### config.mk
export PLATFORM = sky130hd
export DESIGN_NAME = screensaver_blitter
export DESIGN_NICKNAME = d
export VERILOG_FILES = /design/src/rtl/screensaver_blitter.sv
export SDC_FILE = /design/constraint.sdc
export NUM_CORES = 1
export LEC_CHECK = 0
export ABC_AREA = 1
export CORE_MARGIN = 8
export CORE_UTILIZATION = 44
export DETAILED_ROUTE_END_ITERATION = 16
export PLACE_DENSITY = 0.68
export SYNTH_ARGS = -nofsm -noshare
export SYNTH_HDL_FRONTEND = slang
export SYNTH_SLANG_ARGS = --single-unit
### constraint.sdc
create_clock -name clock -period 7.6 [get_ports clock]
set_input_delay 1.9 -clock clock [delete_from_list [all_inputs] [get_ports clock]]
set_output_delay 1.9 -clock clock [all_outputs]
set_load 0.03 [all_outputs]
### src/rtl/screensaver_blitter.sv
// screensaver_blitter: raster-scan pixel source for the VGA adapter plot port.
// Sweeps every pixel of the frame, addresses a bank of synchronous image ROMs,
// realigns the coordinates with the ROM read latency and owns the dwell timer
// so the displayed image only ever changes between frames.
module screensaver_blitter #(
  parameter int WIDTH         = 160,
  parameter int HEIGHT        = 120,
  parameter int ADDR_W        = 15,
  parameter int ROM_LATENCY   = 1,
  parameter int NUM_IMAGES    = 3,
  parameter int DWELL_SECONDS = 10
) (
  input  logic              clock,
  input  logic              resetn,
  input  logic              second_tick,
  input  logic              enable,
  output logic [ADDR_W-1:0] rom_address,
  input  logic [2:0]        rom0_data,
  input  logic [2:0]        rom1_data,
  input  logic [2:0]        rom2_data,
  output logic [7:0]        x,
  output logic [6:0]        y,
  output logic [2:0]        colour,
  output logic              plot,
  output logic [1:0]        image_sel,
  output logic              frame_done
);

  localparam int DWELL_W = (DWELL_SECONDS > 1) ? $clog2(DWELL_SECONDS) : 1;
  localparam int LAST    = ROM_LATENCY - 1;
  localparam logic [2:0] NUM_IMAGES_L = 3'(NUM_IMAGES);

  logic [7:0]         scan_x_q, scan_x_d;
  logic [6:0]         scan_y_q, scan_y_d;
  logic [DWELL_W-1:0] dwell_cnt_q, dwell_cnt_d;
  logic               pending_q, pending_d;
  logic [1:0]         image_sel_q, image_sel_d;

  logic [7:0] pipe_x_q     [ROM_LATENCY];
  logic [6:0] pipe_y_q     [ROM_LATENCY];
  logic       pipe_valid_q [ROM_LATENCY];
  logic [1:0] pipe_sel_q   [ROM_LATENCY];

  logic [7:0] x_q;
  logic [6:0] y_q;
  logic [2:0] colour_q;
  logic       plot_q;
  logic       frame_done_q;

  logic       at_line_end;
  logic       at_frame_end;
  logic       frame_wrap;
  logic       dwell_complete;
  logic [2:0] aligned_colour;

  assign at_line_end    = (scan_x_q == 8'(WIDTH - 1));
  assign at_frame_end   = at_line_end && (scan_y_q == 7'(HEIGHT - 1));
  assign frame_wrap     = enable && at_frame_end;
  assign dwell_complete = second_tick && (dwell_cnt_q == DWELL_W'(DWELL_SECONDS - 1));

  // Linear ROM address straight from the scan registers (max 19199 fits 15 bits).
  assign rom_address = ADDR_W'(scan_y_q) * ADDR_W'(WIDTH) + ADDR_W'(scan_x_q);

  // Raster scan: advance one pixel per enabled cycle, wrapping lines and frames.
  always_comb begin
    // NOTE: every combinational output gets a default first so no path can infer a latch.
    scan_x_d = scan_x_q;
    scan_y_d = scan_y_q;
    if (enable) begin
      if (at_line_end) begin
        scan_x_d = '0;
        scan_y_d = at_frame_end ? '0 : scan_y_q + 7'd1;
      end else begin
        scan_x_d = scan_x_q + 8'd1;
      end
    end
  end

  // Dwell timer and image select: an advance is queued by the timer and only
  // consumed at a frame wrap, so a frame never mixes two images.
  always_comb begin
    dwell_cnt_d = dwell_cnt_q;
    pending_d   = pending_q;
    image_sel_d = image_sel_q;
    if (second_tick) begin
      dwell_cnt_d = dwell_complete ? '0 : dwell_cnt_q + DWELL_W'(1);
    end
    if (frame_wrap && (pending_q || dwell_complete)) begin
      image_sel_d = (image_sel_q == 2'(NUM_IMAGES - 1)) ? 2'd0 : image_sel_q + 2'd1;
      pending_d   = 1'b0;
    end else if (dwell_complete) begin
      pending_d = 1'b1;
    end
  end

  // Scan, dwell and select state registers.
  always_ff @(posedge clock or negedge resetn) begin
    if (!resetn) begin
      scan_x_q    <= '0;
      scan_y_q    <= '0;
      dwell_cnt_q <= '0;
      pending_q   <= 1'b0;
      image_sel_q <= '0;
    end else begin
      // NOTE: sequential state uses <= so every flop samples the pre-edge values.
      scan_x_q    <= scan_x_d;
      scan_y_q    <= scan_y_d;
      dwell_cnt_q <= dwell_cnt_d;
      pending_q   <= pending_d;
      image_sel_q <= image_sel_d;
    end
  end

  // Delay line carrying the pixel's coordinates, valid and image select
  // alongside the ROM read so they arrive together with the ROM data.
  always_ff @(posedge clock or negedge resetn) begin
    if (!resetn) begin
      // NOTE: these arrays are a few flops, not RAM, so resetting every entry is cheap and keeps outputs clean.
      for (int i = 0; i < ROM_LATENCY; i++) begin
        pipe_x_q[i]     <= '0;
        pipe_y_q[i]     <= '0;
        pipe_valid_q[i] <= 1'b0;
        pipe_sel_q[i]   <= '0;
      end
    end else begin
      pipe_x_q[0]     <= scan_x_q;
      pipe_y_q[0]     <= scan_y_q;
      pipe_valid_q[0] <= enable;
      pipe_sel_q[0]   <= image_sel_q;
      for (int i = 1; i < ROM_LATENCY; i++) begin
        pipe_x_q[i]     <= pipe_x_q[i-1];
        pipe_y_q[i]     <= pipe_y_q[i-1];
        pipe_valid_q[i] <= pipe_valid_q[i-1];
        pipe_sel_q[i]   <= pipe_sel_q[i-1];
      end
    end
  end

  // Pick the ROM matching the delayed select; unused selects read as black.
  always_comb begin
    aligned_colour = 3'b000;
    if ({1'b0, pipe_sel_q[LAST]} < NUM_IMAGES_L) begin
      case (pipe_sel_q[LAST])
        2'd0:    aligned_colour = rom0_data;
        2'd1:    aligned_colour = rom1_data;
        2'd2:    aligned_colour = rom2_data;
        default: aligned_colour = 3'b000;
      endcase
    end
  end

  // Output register; idle cycles keep the last plotted pixel on x/y/colour.
  always_ff @(posedge clock or negedge resetn) begin
    if (!resetn) begin
      x_q          <= '0;
      y_q          <= '0;
      colour_q     <= '0;
      plot_q       <= 1'b0;
      frame_done_q <= 1'b0;
    end else begin
      plot_q       <= pipe_valid_q[LAST];
      frame_done_q <= pipe_valid_q[LAST]
                      && (pipe_x_q[LAST] == 8'(WIDTH - 1))
                      && (pipe_y_q[LAST] == 7'(HEIGHT - 1));
      if (pipe_valid_q[LAST]) begin
        x_q      <= pipe_x_q[LAST];
        y_q      <= pipe_y_q[LAST];
        colour_q <= aligned_colour;
      end
    end
  end

  assign x          = x_q;
  assign y          = y_q;
  assign colour     = colour_q;
  assign plot       = plot_q;
  assign image_sel  = image_sel_q;
  assign frame_done = frame_done_q;

endmodule

Word level (Yosys, flattened, before mapping)
Cells that the tools add are included.
W data, S select, Z words.

word-level totals
  register bits = 60
  output and inout port bits = 37
  input port bits = 13

cells by class
  add/subtract/negate cells = 5
  muxes and demuxes = 8
  $mul = 1
  equality and inequality tests = 8
  order comparisons = 1
  reduce and logical (&&, ||, !) cells = 10

operator list
  kind                    count
  $eq A8 B8 Y1 const B    2
  $add A15 B8 Y15         1
  $eq A7 B7 Y1 const B    2
  $mul A7 B3 Y10 const B  1
  $pmux W3 S3             1
  $add A8 B1 Y8 const B   1
  $mux W8                 1
  $add A7 B1 Y7 const B   1
  $mux W7                 1
  $logic_and A1 B1 Y1     6
  $add A4 B1 Y4 const B   1
  $eq A2 B2 Y1 const B    2
  $eq A4 B4 Y1 const B    1
  $mux W4                 1
  $mux W3                 1
  $add A2 B1 Y2 const B   1
  $eq A2 B1 Y1 const B    1
  $logic_not A2 Y1        1
  $lt A2 B2 Y1 const B    1
  $mux W1                 2
  $mux W2                 1
  $reduce_and A2 Y1       1
  $reduce_bool A2 Y1      1
  $logic_or A1 B1 Y1      1

Logic depth before layout (Yosys ltp)
  word-level depth = 5
  depth in mapped cells = 11
  gate-level depth less buffers = 11

Least setup slack after synthesis
OpenSTA, ideal clock, no wires.

  path type = flip-flop to output port
  start point = register scan_y_q[1]
  end point = output port rom_address[12]
  stages on the path, launching flop included = 9
  setup slack = 3.374 ns
  buffers on the path = 0
  arrival time = 2.326 ns
  data required time = 5.700 ns
  cell sequence = dfrtp_1 ha_1 ha_1 fa_1 or2_2 nand3_1 nor2_1 nand2_1 xor2_1

between the ends
  longest elaborated chain between the ends = 2

ends and longest elaborated chain
  element                 line  source
  from (decl)             34    logic [6:0] scan_y_q, scan_y_d;
  from (signal assigned)  107   scan_y_q <= scan_y_d;
  $mul A7 B3 Y10          62    assign rom_address = ADDR_W'(scan_y_q) * ADDR_W'(WIDTH) + ADDR_W'(scan_x_q);
  $add A15 B8 Y15         62
  to (decl)               17    output logic [ADDR_W-1:0] rom_address,

Every way passes these cells.

Final worst setup path
  start point = register scan_y_q[3]
  end point = output port rom_address[12]

The elaborated chain is that of the path after synthesis.

==> results.toml <==
[route]
detail_route.vias_per_cell = 4.89
ant_nets = 0
drt-pass1-iter-count = 4
drcViolationCount = 0
routedWlPerCell_microns = 12.6
drt_iter0_markers = 76
wl_microns = 5730
vias = 2213

[cts]
clock_path_buffers = 2
cts_resized = 0
cts_made_buffers = 9
clkSinkCount = 60
worstSkewPairLatency_ps = 330
cts-root-buf = "clkbuf_8"
cts_setup_buffers = 0
cts_tree = "done"
cts_htree_levels = 3
clk_pin_slew_ps = 60
cts_hold_buf = 0

[layout]
fillCellCount = 584
area.sequential_sq_mm = 0.00150
multiInputGateArea_sq_mm = 0.00128
final_cells = 453
area_growth_pct = 26.8
drive_gt1_frac = 0.123
antenna_cells = 0
nets = 400
post-route-util = 0.569

[yosys]
ys_ff_latch = 60
syn_area_per_cell_sq_um = 9.51
synth-seq-area-share = 0.501
synth_edf_count = 0
syn_inst = 315
synthTopCellsByArea = "dfrtp_1 (50%), ha_1 (7.1%), nand2_1 (7.0%)"
yosys.area.top_type = "dfrtp_1"
ys_types = 32
async_reset_ff_frac = 1.00
ys.flop_type = "dfrtp_1"
yosysWarningCount = 0
syn-num-nets = 347
netlist.area_leader.share = 0.501
yosysMostFrequentCell = "dfrtp_1"
mappedNetlistArea_sq_mm = 0.00300
yosys-top-cells-count = "dfrtp_1 (60), nand2_1 (56), inv_1 (39)"

[timing]
period_needed_ps = 5040
fmax_mhz = 198
finalClockSkew_ps = 6.47
grt_setup_unrepaired = "false"
maxSlewViolCount = 0
relSlewSlack = 0.493
worst_pin_slew_ps = 760
hold_viol = 0
fin_tns_setup_ps = 0
fin_crit_sh = 0.663
finalSetupViolCount = 0

[setup_path]
crit_path_start_kind = "flip-flop"
cp_common_cell = "ha_1"
crit_chain = "ha_1 > ha_1 > fa_1 > or2_2 > nand3_1 > nor2_1 > nand2_1 > xor2_1 > clkdlybuf4s50_1"
crit_slowest_cell = "clkdlybuf4s50_1"
arrival_ps = 3140
slowest_delay_ps = 690
crit_fanout = 7
setup.worst_path.end_class = "primary output"
path_buf_inv = 1
worst_ep_required_time_ps = 5700
crit_family = "adder cells"
crit_type = "reg -> out"

[floorplan]
row_count = 30
die_y_microns = 98.5
ioPinCount = 50
core-area_sq_mm = 0.00668
start_util = 0.449
die_area_sq_mm = 0.00971
die_w_microns = 98.5

[outcome]
outcome = "finished, final reports clean"

[global_routing]
antenna_found_initial = 0
grt_max_degree = 61
track_usage = 0.128
gr-total-overflow = 0
grt_pass1_wl_microns = 10100
first_global_vias = 2296

[flow_run]
cap_violations = 0

[min_path]
hp-class = "reg -> reg"

[placement]
hpwl_microns = 4350
gp_congestion = 0.829
io_buffers = 49
dp_cells = 437

[power]
powerDensity_mw_per_mm2 = 511
ir_worst_vdd_mv = 0.468
power.leakage_nw = 1.81
state kept, by name (all words and copies together) (netlist names), 3 cells and up:
name,flops
pipe_x_q,8
scan_x_q,8
scan_y_q,7
y,7
dwell_cnt_q,4
pipe_y_q,7
colour,3
x,8
kinds of logic (layout without fill, tap and decap cells):
kind of cell | count (synthesis) | in the layout | share of synthesized area
mux | 15 | 15 | 0.0564
fa+ha+maj | 19 | 19 | 0.0843
flops | 60 | 60 | 0.501
compound gates | 27 | 27 | 0.0480
buf+inv | 50 | 108 | 0.0722
simple gates | 134 | 134 | 0.209
xor+xnor | 10 | 10 | 0.0292
metal layers:
| layer | global-route usage | routed length (microns) | vias to the layer above |
|---|---|---|---|
| met5 | 0 | 0 | - |
| li1 | - | - | 1133 |
| met4 | 0.0685 | 97 | 0 |
| met2 | 0.204 | 2660 | 36 |
| met3 | 0.0359 | 223 | 8 |
| met1 | 0.153 | 2750 | 1036 |
power breakdown:
part,internal (mW),switching [mW],total (mW)
combinational,0.434,0.612,1.05
sequential,0.429,0.0977,0.527
clock,0.254,0.116,0.370
total,1.12,0.826,1.94
placed cells by master (no fill, tap or decap):
master | synthesis | layout
nand2_2 | 2 | 2
o22ai_1 | 1 | 1
xnor2_1 | 3 | 3
o21ai_1 | 3 | 3
xor2_1 | 7 | 7
nor2_1 | 24 | 24
nor3_2 | 1 | 1
clkdlybuf4s50_1 | 0 | 48
inv_2 | 3 | 3
o21bai_1 | 2 | 2
nand3_1 | 31 | 31
dfrtp_1 | 60 | 60
o21ai_0 | 7 | 7
nand2_4 | 1 | 1
inv_1 | 39 | 39
buf_4 | 5 | 1
ha_1 | 17 | 17
nor2_2 | 1 | 1
nor4_1 | 1 | 1
mux2_2 | 15 | 15
fa_1 | 2 | 2
or2_2 | 2 | 2
nand2_1 | 56 | 56
nor3_1 | 1 | 1
nand3_2 | 1 | 1
nor2_4 | 1 | 1
nor3b_2 | 1 | 1
buf_2 | 2 | 1
clkbuf_8 | 0 | 13
bufinv_16 | 0 | 3
o21a_1 | 1 | 1
nand3b_1 | 3 | 3
a21oi_1 | 13 | 13
nand4_1 | 8 | 8
path summary, 6_finish.rpt:
path	from	endpoint	slack (ps)	cells after the start
min in group asynchronous	resetn	scan_y_q[1]	1710	2
min reg2reg	scan_x_q[2]	pipe_x_q[2]	450	0
max reg2reg	scan_y_q[0]	image_sel[0]	5990	8
min	scan_x_q[2]	pipe_x_q[2]	450	0
max	scan_y_q[3]	rom_address[12]	2560	9
max in group asynchronous	resetn	pipe_x_q[4]	5410	2
area by class of cell:
class / count / share of cell area
flip-flops and latches: 60 / 0.395
clock buffers: 13 / 0.0471
multi-input cells: 205 / 0.337
well taps: 80 / 0.0263
clock inverters: 3 / 0.0237
repair buffers: 50 / 0.130
inverters: 42 / 0.0415
metrics by stage:
stage | hold WS (ps) | power, mW | setup slack (ps) | area [sq um]
4_1_cts | 453 | 1.97 | 2520 | 3800
5_1_grt | 471 | 2.08 | 2390 | 3800
3_3_place_gp | 436 | 1.57 | 2980 | 3530
3_5_place_dp | 441 | 1.59 | 2890 | 3530
2_1_floorplan | 384 | 1.22 | 3370 | 3000
6_report | 455 | 1.94 | 2560 | 3800
(Power assumes the default switching activity.)
